$ cat src/rtl/axis_slave.sv
// AXI-Stream receive side of the resizer: packs each accepted beat into one
// input-buffer entry and pushes it through a 2-entry skid register.
module axis_slave #(
  parameter int S_KEEP_WIDTH    = 2,
  parameter int T_DATA_WIDTH    = 1,
  parameter int BUF_IN_ENTRY_SZ = (2 + T_DATA_WIDTH) * S_KEEP_WIDTH,
  parameter int PKT_CNT_WIDTH   = 16
) (
  input  logic                       clk,
  input  logic                       rst,
  input  logic                       s_valid_i,
  output logic                       s_ready_o,
  input  logic                       s_last_i,
  input  logic [S_KEEP_WIDTH-1:0]    s_keep_i,
  input  logic [T_DATA_WIDTH-1:0]    s_data_i [S_KEEP_WIDTH],
  input  logic                       overflow,
  output logic                       slave_entry_valid,
  output logic [BUF_IN_ENTRY_SZ-1:0] slave_entry,
  output logic                       keep_err_o,
  output logic                       in_packet_o,
  output logic [PKT_CNT_WIDTH-1:0]   pkt_cnt_o
);

  localparam int LANE_W = T_DATA_WIDTH + 2;

  logic [BUF_IN_ENTRY_SZ-1:0] skidMem_q [2];
  logic [1:0]                 occ_q, occ_d;
  logic                       head_q;
  logic                       ready_q;
  logic                       keepErr_q;
  logic                       inPacket_q;
  logic [PKT_CNT_WIDTH-1:0]   pktCnt_q;

  logic                       accept, isNull, store, pop;
  logic                       tailIdx;
  logic                       keepBad;
  logic                       popHasLast;
  logic [S_KEEP_WIDTH-1:0]    keepInc;
  logic [BUF_IN_ENTRY_SZ-1:0] packedEntry;
  logic [BUF_IN_ENTRY_SZ-1:0] headEntry;
  int                         topLane;

  assign accept  = s_valid_i & ready_q;
  assign isNull  = (s_keep_i == '0) & ~s_last_i;
  assign store   = accept & ~isNull;
  assign pop     = (occ_q != 2'd0) & ~overflow;
  assign tailIdx = head_q ^ occ_q[0];
  assign occ_d   = occ_q + {1'b0, store} - {1'b0, pop};

  // Legal keep is a run of ones starting at lane 0, so keep+1 shares no bits with it.
  assign keepInc = s_keep_i + S_KEEP_WIDTH'(1);
  assign keepBad = (s_keep_i != '0) && ((s_keep_i & keepInc) != '0);

  always_comb begin
    packedEntry = '0;
    topLane     = 0;
    for (int i = 0; i < S_KEEP_WIDTH; i++) begin
      if (s_keep_i[i]) topLane = i;
    end
    for (int i = 0; i < S_KEEP_WIDTH; i++) begin
      if (s_keep_i[i]) begin
        packedEntry[i*LANE_W +: LANE_W] = {1'b1, s_last_i && (i == topLane), s_data_i[i]};
      end
    end
    // A keep-less closing beat still has to carry its last marker somewhere.
    if (s_keep_i == '0) packedEntry[T_DATA_WIDTH] = s_last_i;
  end

  assign headEntry = skidMem_q[head_q];

  always_comb begin
    popHasLast = 1'b0;
    for (int i = 0; i < S_KEEP_WIDTH; i++) begin
      popHasLast = popHasLast | headEntry[i*LANE_W + T_DATA_WIDTH];
    end
  end

  always_ff @(posedge clk or posedge rst) begin
    if (rst) begin
      skidMem_q[0] <= '0;
      skidMem_q[1] <= '0;
      occ_q        <= 2'd0;
      head_q       <= 1'b0;
      ready_q      <= 1'b0;
    end else begin
      if (store) skidMem_q[tailIdx] <= packedEntry;
      if (pop) head_q <= ~head_q;
      occ_q   <= occ_d;
      ready_q <= (occ_d <= 2'd1);
    end
  end

  always_ff @(posedge clk or posedge rst) begin
    if (rst) begin
      keepErr_q  <= 1'b0;
      inPacket_q <= 1'b0;
      pktCnt_q   <= '0;
    end else begin
      if (accept && keepBad) keepErr_q <= 1'b1;
      if (accept && s_last_i) inPacket_q <= 1'b0;
      else if (store) inPacket_q <= 1'b1;
      if (pop && popHasLast) pktCnt_q <= pktCnt_q + PKT_CNT_WIDTH'(1);
    end
  end

  assign s_ready_o         = ready_q;
  assign slave_entry_valid = pop;
  assign slave_entry       = headEntry;
  assign keep_err_o        = keepErr_q;
  assign in_packet_o       = inPacket_q;
  assign pkt_cnt_o         = pktCnt_q;

endmodule
$ cat config.mk
export PLATFORM = sky130hd
export DESIGN_NAME = axis_slave
export DESIGN_NICKNAME = d
export VERILOG_FILES = /design/src/rtl/axis_slave.sv
export SDC_FILE = /design/constraint.sdc
export NUM_CORES = 1
export LEC_CHECK = 0
export ABC_AREA = 1
export CAP_MARGIN = 20
export CORE_MARGIN = 2
export CORE_UTILIZATION = 40
export CTS_CLUSTER_DIAMETER = 30
export DETAILED_ROUTE_END_ITERATION = 10
export PLACE_DENSITY = 0.66
export RECOVER_POWER = 100
export SYNTH_ARGS = -nofsm -noshare
export SYNTH_HDL_FRONTEND = slang
export SYNTH_SLANG_ARGS = --single-unit
$ cat constraint.sdc
create_clock -name clk -period 1.6 [get_ports clk]
set_input_delay 0.32 -clock clk [delete_from_list [all_inputs] [get_ports clk]]
set_output_delay 0.32 -clock clk [all_outputs]
set_load 0.02 [all_outputs]
==> results.json <==
{
  "synth-edff-count": 0,
  "synth-xor-area-share_pct": 5.63,
  "cp_cell_sequence": "clkdlybuf4s50_1 -> nand3_4 -> inv_1 -> o21ai_0 -> nand2_1 -> ha_1 -> xnor2_2 -> xor2_1 -> inv_1",
  "synth.area.mux_share_pct": 0,
  "crit_path_start_kind": "primary input",
  "synth_top_family_by_area": "simple AND/OR/NAND/NOR gates",
  "cts_buffers": 5,
  "dieHeight_um": 72.3,
  "ys.flop_type": "dfrtp_1",
  "coreArea_mm2": 0.00441,
  "crit_type": "primary input to register",
  "drt-total-wl_um": 4020,
  "drt-pass1-iter-count": 4,
  "synth-seq-area-share_pct": 45.5,
  "num_vias": 1641,
  "clk_pin_slew_ps": 70,
  "vias_per_cell": 4.69,
  "cap_violations": 0,
  "h-tree-depth": 2,
  "synth_compound_area_share_pct": 6.10,
  "grt_pass1_vias": 1576,
  "finalCritPeriodShare_pct": 97.9,
  "area_delta_synth_final_pct": 34.2,
  "antenna_found_initial": 0,
  "cpMostUsedCell": "inv_1",
  "setup_viol": 0,
  "cp_top_family": "buffers and inverters",
  "drive_gt1_share_pct": 22.5,
  "path_depth": 9,
  "place_ws_ps": -369,
  "fin_setup_tns_ps": 0,
  "slowest_delay_ps": 530,
  "io_buffers": 34,
  "cts_buffer_depth": 2,
  "leakage_uw": 0.00135,
  "drt-initial-drc-count": 58,
  "slew_headroom_pct": 43.0,
  "hold_path_class": "primary input to register",
  "netlist_instances": 234,
  "clock.fmax_mhz": 638,
  "syn-cell-area_mm2": 0.00187,
  "crit_path_max_fanout": 3,
  "status": "finished clean",
  "initial_core_util_pct": 42.3,
  "synth.top_cell.area_share_pct": 45.5,
  "ir_worst_vdd_mv": 0.961,
  "timing.hold.ws_ps": 452,
  "final.setup.worst_slack_ps": 33.4,
  "cts_tree": "yes",
  "finalHoldViolations": 0,
  "crit_buf_inv": 3,
  "synth_seq_cells": 34,
  "synth_common_cells": "nand2_1 (87), dfrtp_1 (34), inv_1 (28), nor2_1 (14), o21ai_0 (13)",
  "ant_nets": 0,
  "avgSynthCellArea_um2": 7.98,
  "synth.distinct_cells": 26,
  "power_density_mw_per_mm2": 1620,
  "clock_skew_ps": 3.17,
  "reg2reg_depth": 8,
  "required_ps": 1780,
  "num_rows": 24,
  "cts_sinks": 34,
  "period_minus_slack_ps": 1570,
  "ys_top_cells_by_area": "dfrtp_1 (46%), nand2_1 (17%), inv_1 (5.6%)",
  "dpl_cell_area_mm2": 0.00243,
  "hpwl_um": 2980,
  "place_congestion": 0.780,
  "cpMaxStageDelayCell": "clkdlybuf4s50_1",
  "nNetsFinal": 309,
  "grt_remaining_overflow": 0,
  "grt.total_usage_pct": 17.4,
  "cp_data_arrival_time_ps": 1750,
  "slew_viol_final": 0,
  "wl_per_cell_um": 11.5,
  "ioPinCount": 35,
  "synth_top_cell_by_area": "dfrtp_1",
  "antenna_cells": 0,
  "grt_max_degree": 35,
  "power_uw": 4060,
  "yosysWarnings": 0,
  "synthAdderAreaFrac_pct": 1.34,
  "grt_pass1_wl_um": 7020,
  "yosys.cell_count.top_type": "nand2_1",
  "die_w_um": 72.3,
  "async_flop_share_pct": 100,
  "worst_slew_pin_slew_ps": 855,
  "insertion_delay_ps": 290,
  "synthSimpleGateAreaFrac_pct": 33.1,
  "syn-num-nets": 245,
  "root_buffer": "clkbuf_8",
  "hold_path_depth": 3,
  "dieArea_mm2": 0.00523,
  "final_area_mm2": 0.00251,
  "drc": 0,
  "cp-end-kind": "register"
}
==> timing repair <==
item | CTS | global route
buffers inserted | 3 | 0
pin swaps | 2 | 2
endpoints found under the setup margin | 22 | 12
hold buffers | 0 | 0
gates resized for setup | 45 | 13
==> cells in the final DEF, fill, tap and decap left out, types with 4 or more instances in the layout <==
cell,count
buf_4,26
clkbuf_8,5
clkdlybuf4s50_1,4
dfrtp_1,33
dlygate4sd2_1,17
dlymetal6s2s_1,5
inv_1,27
inv_2,5
nand2_1,86
nand3_1,6
nand4_1,10
nor2_1,14
o21ai_0,13
o21ai_1,6
xnor2_1,4
==> where the power goes <==
| part | internal, µW | switching [µW] | total (µW) |
|---|---|---|---|
| clock | 292 | 315 | 607 |
| sequential | 1130 | 220 | 1350 |
| combinational | 914 | 1180 | 2100 |
==> through the flow <==
stage          cells  util [%]
2_1_floorplan    234         -
3_3_place_gp     340      55.0
3_5_place_dp     340      55.0
4_1_cts          350      56.8
5_1_grt          350      56.8
6_report         350      56.8
==> registers in the layout (all words and copies together) (netlist names) <==
register / cells
occ_q: 2
skidMem_q: 12
keep_err_o: 1
pkt_cnt_o: 16
s_ready_o: 1
head_q: 1
in_packet_o: 1
==> layer usage <==
layer  GRT usage (%)  part of all wire [%]  vias up
li1                -                     -      854
met1            23.3                    47      752
met2            26.9                    46       29
met3            4.58                   4.4        6
met4            6.71                   1.7        0
met5               0                     0        -
==> path summary, 6_finish.rpt <==
| check | startpoint | to | slack (ps) |
|---|---|---|---|
| setup / recovery | s_valid_i | s_ready_o | 30 |
| hold / removal | s_keep_i[0] | skidMem_q[0] | 450 |
| setup reg to reg | occ_q[1] | s_ready_o | 40 |
| hold reg to reg | keep_err_o | keep_err_o | 460 |
| max in group asynchronous | rst | head_q | 300 |
| min in group asynchronous | rst | pkt_cnt_o[14] | 720 |
==> layout make-up <==
| type | instances | area (µm²) |
|---|---|---|
| flip-flops and latches | 34 | 852 |
| multi-input cells | 164 | 885 |
| clock inverters | 2 | 10.0 |
| repair buffers | 59 | 493 |
| well taps | 52 | 65.1 |
| clock buffers | 5 | 68.8 |
| inverters | 34 | 133 |
| fillers | 426 | 1910 |
==> cells by family (layout without fill, tap and decap cells) <==
family	Yosys count	after routing
flip-flops	34	34
XOR/XNOR	9	9
AO/OA/AOI/OAI	21	21
AND/OR/NAND/NOR	132	132
buffers and inverters	36	100
adder cells (fa/ha/maj)	2	2
==> worst reg2reg max path, cell delays in order, from the launching register on <==
cell	delay, ps
dfrtp_1	440
nor2_4	180
nor2_8	50
nand2_2	80
nand2_1	50
ha_1	210
xnor2_2	150
xor2_1	230
inv_1	60
Power figures use the tool's default switching activity.
